File: config.mk
export PLATFORM = sky130hd
export DESIGN_NAME = mem_arbiter_flat
export DESIGN_NICKNAME = d
export VERILOG_FILES = /design/src/rtl/mem_arbiter_if.sv /design/src/rtl/mem_arbiter.sv /design/src/flat_wrapper.sv
export SDC_FILE = /design/constraint.sdc
export NUM_CORES = 1
export LEC_CHECK = 0
export CAP_MARGIN = 25
export CORE_MARGIN = 2
export CORE_UTILIZATION = 38
export CTS_BUF_LIST = sky130_fd_sc_hd__clkbuf_4 sky130_fd_sc_hd__clkbuf_8
export CTS_CLUSTER_SIZE = 14
export DETAILED_ROUTE_END_ITERATION = 10
export PLACE_DENSITY = 0.88
export REMOVE_ABC_BUFFERS = 1
export SYNTH_ARGS = -nofsm -noshare
export SYNTH_HDL_FRONTEND = slang
export SYNTH_SLANG_ARGS = --single-unit
export TNS_END_PERCENT = 30
File: constraint.sdc
create_clock -name clk_i -period 1.6 [get_ports clk_i]
set_clock_uncertainty 0.2 [all_clocks]
set_input_delay 0.32 -clock clk_i [delete_from_list [all_inputs] [get_ports clk_i]]
set_output_delay 0.32 -clock clk_i [all_outputs]
set_load 0.01 [all_outputs]
File: src/rtl/mem_arbiter_if.sv
// Shared external memory port between the arbiter and the memory.
//   master : arbiter side. It drives the request, write enable, address and
//            write data, and receives the read data and completion.
//   slave  : memory side. It uses the same signals with the directions reversed.
// The signal names match the arbiter's view of the port (_o = arbiter output).
interface mem_arbiter_if;
   logic        ext_req_o;
   logic        ext_we_o;
   logic [31:0] ext_addr_o;
   logic [31:0] ext_wdata_o;
   logic [31:0] ext_rdata_i;
   logic        ext_ack_i;

   modport master (
      output ext_req_o, ext_we_o, ext_addr_o, ext_wdata_o,
      input  ext_rdata_i, ext_ack_i
   );

   modport slave (
      input  ext_req_o, ext_we_o, ext_addr_o, ext_wdata_o,
      output ext_rdata_i, ext_ack_i
   );
endinterface

File: src/rtl/mem_arbiter.sv
// Two-master arbiter for one shared memory port. The masters are the
// instruction fetch (IF) and the load/store (MEM) stages. MEM has fixed
// priority, and each grant runs to completion before the next arbitration.
//
// Optional feature macro: MEM_ARBITER_TIMEOUT_EN. When it is defined, a grant
// that waits TIMEOUT_CYCLES without ext_ack_i completes with data 32'hDEADBEEF
// and sets the sticky err_o flag.
//
// Ports
//   clk_i, rst_i               clock and async active-low reset
//   if_req_i/if_addr_i         fetch request and address
//   if_data_o/if_ack_o         fetch data and completion pulse
//   mem_req_i/we/addr/wdata    load/store request
//   mem_rdata_o/mem_ack_o      load data and completion pulse
//   ext                        shared memory port (mem_arbiter_if.master)
//   stall_o                    pipeline freeze while a request is outstanding
//   err_o                      sticky timeout flag
//
// state        | meaning
// -------------+----------------------------------------------
// ST_IDLE      | no grant; arbitrate (MEM before IF)
// ST_GRANT_IF  | ext port owned by fetch, waiting for ext_ack_i
// ST_GRANT_MEM | ext port owned by load/store, waiting for ext_ack_i
// ST_RESP      | one-cycle ack to the winner, then back to idle
module mem_arbiter #(
   parameter int unsigned TIMEOUT_CYCLES = 255
) (
   input  logic          clk_i,
   input  logic          rst_i,
   input  logic          if_req_i,
   input  logic [31:0]   if_addr_i,
   output logic [31:0]   if_data_o,
   output logic          if_ack_o,
   input  logic          mem_req_i,
   input  logic          mem_we_i,
   input  logic [31:0]   mem_addr_i,
   input  logic [31:0]   mem_wdata_i,
   output logic [31:0]   mem_rdata_o,
   output logic          mem_ack_o,
   mem_arbiter_if.master ext,
   output logic          stall_o,
   output logic          err_o
);

   localparam logic [1:0] ST_IDLE      = 2'd0;
   localparam logic [1:0] ST_GRANT_IF  = 2'd1;
   localparam logic [1:0] ST_GRANT_MEM = 2'd2;
   localparam logic [1:0] ST_RESP      = 2'd3;

   logic [1:0]  state_q, state_d;
   logic        we_q, we_d;
   logic [31:0] addr_q, addr_d;
   logic [31:0] wdata_q, wdata_d;
   logic        if_ack_q, if_ack_d;
   logic        mem_ack_q, mem_ack_d;
   logic [31:0] if_data_q, if_data_d;
   logic [31:0] mem_rdata_q, mem_rdata_d;
   logic        in_grant;
   logic        grant_done;
   logic [31:0] rsp_data;

   assign in_grant = (state_q == ST_GRANT_IF) || (state_q == ST_GRANT_MEM);

`ifdef MEM_ARBITER_TIMEOUT_EN
   localparam int CNT_W = (TIMEOUT_CYCLES > 1) ? $clog2(TIMEOUT_CYCLES) : 1;
   localparam logic [CNT_W-1:0] CNT_LOAD = CNT_W'(TIMEOUT_CYCLES - 1);

   logic [CNT_W-1:0] tmo_cnt_q;
   logic             tmo_hit;
   logic             err_q;

   // The down-counter is loaded on grant entry. It reaches zero on the last
   // grant cycle allowed, and a real ack in that same cycle still takes priority.
   assign tmo_hit    = in_grant && !ext.ext_ack_i && (tmo_cnt_q == '0);
   assign grant_done = ext.ext_ack_i || tmo_hit;
   assign rsp_data   = ext.ext_ack_i ? ext.ext_rdata_i : 32'hDEADBEEF;

   always_ff @(posedge clk_i or negedge rst_i) begin
      if (!rst_i) begin
         tmo_cnt_q <= '0;
         err_q     <= 1'b0;
      end else begin
         if (state_q == ST_IDLE && state_d != ST_IDLE) begin
            tmo_cnt_q <= CNT_LOAD;
         end else if (in_grant && tmo_cnt_q != '0) begin
            tmo_cnt_q <= tmo_cnt_q - 1'b1;
         end
         if (tmo_hit) begin
            err_q <= 1'b1;
         end
      end
   end

   assign err_o = err_q;
`else
   assign grant_done = ext.ext_ack_i;
   assign rsp_data   = ext.ext_rdata_i;
   assign err_o      = 1'b0;
`endif

   always_comb begin
      state_d     = state_q;
      we_d        = we_q;
      addr_d      = addr_q;
      wdata_d     = wdata_q;
      if_ack_d    = 1'b0;
      mem_ack_d   = 1'b0;
      if_data_d   = if_data_q;
      mem_rdata_d = mem_rdata_q;
      unique case (state_q)
         ST_IDLE: begin
            if (mem_req_i) begin
               state_d = ST_GRANT_MEM;
               we_d    = mem_we_i;
               addr_d  = mem_addr_i;
               wdata_d = mem_wdata_i;
            end else if (if_req_i) begin
               state_d = ST_GRANT_IF;
               we_d    = 1'b0;
               addr_d  = if_addr_i;
               wdata_d = 32'd0;
            end
         end
         ST_GRANT_IF: begin
            if (grant_done) begin
               state_d   = ST_RESP;
               if_ack_d  = 1'b1;
               if_data_d = rsp_data;
            end
         end
         ST_GRANT_MEM: begin
            if (grant_done) begin
               state_d   = ST_RESP;
               mem_ack_d = 1'b1;
               // A store returns no data, so the last load value stays in the register.
               if (!we_q) begin
                  mem_rdata_d = rsp_data;
               end
            end
         end
         ST_RESP: begin
            state_d = ST_IDLE;
         end
         default: begin
            state_d = ST_IDLE;
         end
      endcase
   end

   always_ff @(posedge clk_i or negedge rst_i) begin
      if (!rst_i) begin
         state_q     <= ST_IDLE;
         we_q        <= 1'b0;
         addr_q      <= 32'd0;
         wdata_q     <= 32'd0;
         if_ack_q    <= 1'b0;
         mem_ack_q   <= 1'b0;
         if_data_q   <= 32'd0;
         mem_rdata_q <= 32'd0;
      end else begin
         state_q     <= state_d;
         we_q        <= we_d;
         addr_q      <= addr_d;
         wdata_q     <= wdata_d;
         if_ack_q    <= if_ack_d;
         mem_ack_q   <= mem_ack_d;
         if_data_q   <= if_data_d;
         mem_rdata_q <= mem_rdata_d;
      end
   end

   assign ext.ext_req_o   = in_grant;
   assign ext.ext_we_o    = we_q;
   assign ext.ext_addr_o  = addr_q;
   assign ext.ext_wdata_o = wdata_q;

   assign if_ack_o    = if_ack_q;
   assign mem_ack_o   = mem_ack_q;
   assign if_data_o   = if_data_q;
   assign mem_rdata_o = mem_rdata_q;

   assign stall_o = (if_req_i & ~if_ack_o) | (mem_req_i & ~mem_ack_o);

endmodule

File: src/flat_wrapper.sv
// flat-port wrapper written by rule: the top's interface ports become plain ports
module mem_arbiter_flat 
#(
   parameter int unsigned TIMEOUT_CYCLES = 255
)
  (clk_i, rst_i, if_req_i, if_addr_i, if_data_o, if_ack_o, mem_req_i, mem_we_i, mem_addr_i, mem_wdata_i, mem_rdata_o, mem_ack_o, stall_o, err_o, ext_ext_req_o, ext_ext_we_o, ext_ext_addr_o, ext_ext_wdata_o, ext_ext_rdata_i, ext_ext_ack_i);
  mem_arbiter_if ext_i ();
  input  logic clk_i;
  input  logic rst_i;
  input  logic if_req_i;
  input  logic [31:0] if_addr_i;
  output logic [31:0] if_data_o;
  output logic if_ack_o;
  input  logic mem_req_i;
  input  logic mem_we_i;
  input  logic [31:0] mem_addr_i;
  input  logic [31:0] mem_wdata_i;
  output logic [31:0] mem_rdata_o;
  output logic mem_ack_o;
  output logic stall_o;
  output logic err_o;
  output wire logic [$bits(ext_i.ext_req_o)-1:0] ext_ext_req_o;
  output wire logic [$bits(ext_i.ext_we_o)-1:0] ext_ext_we_o;
  output wire logic [$bits(ext_i.ext_addr_o)-1:0] ext_ext_addr_o;
  output wire logic [$bits(ext_i.ext_wdata_o)-1:0] ext_ext_wdata_o;
  input wire logic [$bits(ext_i.ext_rdata_i)-1:0] ext_ext_rdata_i;
  input wire logic [$bits(ext_i.ext_ack_i)-1:0] ext_ext_ack_i;
  assign ext_ext_req_o = ext_i.ext_req_o;
  assign ext_ext_we_o = ext_i.ext_we_o;
  assign ext_ext_addr_o = ext_i.ext_addr_o;
  assign ext_ext_wdata_o = ext_i.ext_wdata_o;
  assign ext_i.ext_rdata_i = ext_ext_rdata_i;
  assign ext_i.ext_ack_i = ext_ext_ack_i;
  mem_arbiter #(.TIMEOUT_CYCLES(TIMEOUT_CYCLES)) u_core (.clk_i(clk_i), .rst_i(rst_i), .if_req_i(if_req_i), .if_addr_i(if_addr_i), .if_data_o(if_data_o), .if_ack_o(if_ack_o), .mem_req_i(mem_req_i), .mem_we_i(mem_we_i), .mem_addr_i(mem_addr_i), .mem_wdata_i(mem_wdata_i), .mem_rdata_o(mem_rdata_o), .mem_ack_o(mem_ack_o), .ext(ext_i), .stall_o(stall_o), .err_o(err_o));
endmodule
==> metrics.md <==
| Metric | Value |
|---|---|
| Average cell area after synthesis | 14.4 sq um |
| Root Buffer | clkbuf_8 |
| Placed Cells | 821 |
| Yosys top cell area share | 61.7% |
| Seq/Total Area, Yosys | 61.7% |
| Post-DRT Antenna Nets | 0 |
| Cell-internal power | 10.8 mW |
| Dpl cell area | 0.00840 sq mm |
| Most frequent cells in the layout | 133 x dfrtp_1, 130 x clkdlybuf4s50_1, 98 x buf_2 |
| FMAX | 554 MHz |
| Status | finished, violations left |
| Distinct cells, synth | 20 |
| Final Instance Area | 0.00869 sq mm |
| Antenna violations before repair | 0 |
| Initial core utilization | 38.8% |
| Remaining Overflow, GRT | 0 |
| Final Critical Period | 1.81 ns |
| Power per Cell Area | 1910 mW/mm^2 |
| Area leader, netlist | dfrtp_1 |
| Number of global-route vias before repair | 4404 |
| Final WS setup | -0.206 ns |
| P&R area growth vs syn | 61.3% |
| Reg2Reg Launch Point | u_core.state_q[1] |
| Top post-synthesis cells by area | dfrtp_1 62%, mux2_4 8.4%, mux2_2 7.1% |
| Hold WS | 0.121 ns |
| Detailed-route via count | 4186 |
| Max-cap violation count | 0 |
| Worst-Skew Late Latency | 0.42 ns |
| Most common cell after layout, fill and taps aside | dfrtp_1 |
| Peak VDD IR | 1020 uV |
| CTS tree | built |
| # diodes | 0 |
| Via density | 4.75 |
| Routed WL per cell | 18.2 um |
| Final Cycle Share | 113% |
| First-pass GRT wire length | 23300 um |
| CP Class | reg2reg |
| Reg2Reg Setup Slack | -0.21 ns |
| Ys Warns | 0 |
| Row count | 43 |
| Post-synth EDFFs | 0 |
| FF-to-FF path depth | 7 |
| Die area | 0.0152 sq mm |
| Final number of setup-violating endpoints | 66 |
| Final Max Slew Viols | 0 |
| Cell count after synthesis | 375 |
| Setup crit end kind | register |
| Clk buf depth | 2 |
| Synthesis-stage register bit count | 133 |
| Layout cells sized above 1 | 41.8% |
| Post-Route WL | 16100 um |
| Sequential group share of total power | 36.5% |
| Nets | 826 |
| Most common flop cell mapped by yosys | dfrtp_1 |
| First-pass DRT Iterations | 4 |
| Hold Path Class | in2async |
| Gpl congestion | 0.804 |
| DRC Markers | 0 |
| Worst-path maximum fanout | 5 |
| Fin cells | 881 |
| Failing checks | negative setup slack |
| Port bufs | 266 |
| Clock power frac | 15.9% |
| Critical R2R Capture | u_core.mem_rdata_o[22] |
| Logic pwr share | 47.6% |
| Die span in y | 123 um |
| Synth Cell Area | 0.00539 sq mm |
| Final Hold Viols | 0 |
| Die Wd | 123 um |
| CP arrival | 1.92 ns |
| Async set or reset register ratio after synthesis | 100% |
| Total CTS buffers | 17 |
| Total GRT Usage | 20.4% |
| Clock Sinks | 133 |
| Post-DP HPWL | 11300 um |
| Ports | 268 |
| Largest net degree at the start of global routing | 61 |
| Switching pwr | 5.79 mW |
| Critical Path Source Type | register |
| Sw Ratio | 35.0% |
| WP data required | 1.71 ns |
| 1st-iter DRT viols | 182 |
| CORE AREA | 0.0139 sq mm |
| RSZ-0062 raised after global routing | true |
| H-tree depth | 4 |
| Clock-pin slew on the worst setup and hold paths | 0.08 ns |
| Lkg Pwr | 4.40 nW |
## through the flow
stage | utilization (%) | worst slack (ns) | setup TNS, ns | total power, mW
after global routing | 62.6 | -0.272 | -10.49 | 17.6
after floorplan | - | -1.02 | -69.45 | 9.38
after detailed placement | 60.5 | -0.558 | -36.43 | 14.4
after CTS | 63.7 | -0.197 | -9.42 | 16.6
after global placement | 60.5 | -0.570 | -34.35 | 14.0
final | 62.6 | -0.206 | -6.72 | 16.6
## layout make-up
type | count | area [sq um]
Tap cell | 180 | 225
Clock inverter | 12 | 106
Clock buffer | 20 | 269
Timing Repair Buffer | 320 | 2670
Inverter | 6 | 22.5
Sequential cell | 133 | 3330
Multi-Input combinational cell | 210 | 2080
Fill cell | 1091 | 5190
## cells by family after synthesis
logic type | count (synthesis) | synth area share [%]
DFF | 133 | 61.7
muxes | 99 | 22.0
AOI/OAI and AO/OA | 69 | 9.00
and+or+nand+nor | 37 | 2.72
buffers and inverters | 32 | 3.60
adders and majority gates | 4 | 0.928
other | 1 | 0.0696
## metal layers
layer  GRT usage (%)  vias up  routed length (um)
met1            23.4     2073                6200
met5               0        -                   0
met3            5.44       28                 930
met4            8.59        0                 408
met2            36.1      141                8540
li1                -     1944                   -
## sequential cells by signal (all words and copies together), names as in the netlist
register                count
u_core.ext.ext_we_o         1
u_core.state_q              2
u_core.mem_ack_o            1
u_core.if_ack_o             1
u_core.ext.ext_wdata_o     32
u_core.ext.ext_addr_o      32
u_core.mem_rdata_o         32
u_core.if_data_o           32
## power by group through the flow
stage          combinational, mW  clock [mW]  sequential (mW)
6_report                    7.88        2.63             6.05
4_1_cts                     7.87        2.71             6.04
5_1_grt                     8.47        2.87             6.25
2_1_floorplan               2.64           0             6.74
3_3_place_gp                8.00           0             6.00
3_5_place_dp                8.29           0             6.10
## synth_stat cells (2+ instances only)
cell	count
clkbuf_1	2
inv_1	6
o21ai_1	7
a22o_1	33
nand2_1	34
ha_1	4
mux2i_1	35
buf_2	14
dfrtp_1	133
o21ai_0	26
mux2_2	34
and2_1	2
buf_4	5
mux2_4	30
buf_6	5
## worst max-delay path by stage
stage,from,to,cells past startpoint
floorplan,u_core.state_q[0],u_core.mem_rdata_o[0],5
global placement,if_req_i,stall_o,4
detailed placement,if_req_i,stall_o,4
CTS,u_core.state_q[0],u_core.mem_rdata_o[8],7
global route,u_core.state_q[0],ext_ext_req_o,3
finish,u_core.state_q[1],u_core.mem_rdata_o[22],7
## critical path, stage by stage, from the launching register on
cell and delay, ns:
dfrtp_1 0.40, buf_6 0.13, ha_4 0.14, and2_4 0.14
nand2b_4 0.13, buf_12 0.13, clkbuf_16 0.13, mux2_4 0.29
## repair_timing
item	in CTS	in global routing
setup buffers	18	5
hold buffers	1	0
gates cloned	1	5
pin swaps	2	4
setup endpoints to repair	230	150
endpoints found under the hold margin	133	0
gates resized for setup	434	129
Power figures use the tool's default switching activity.
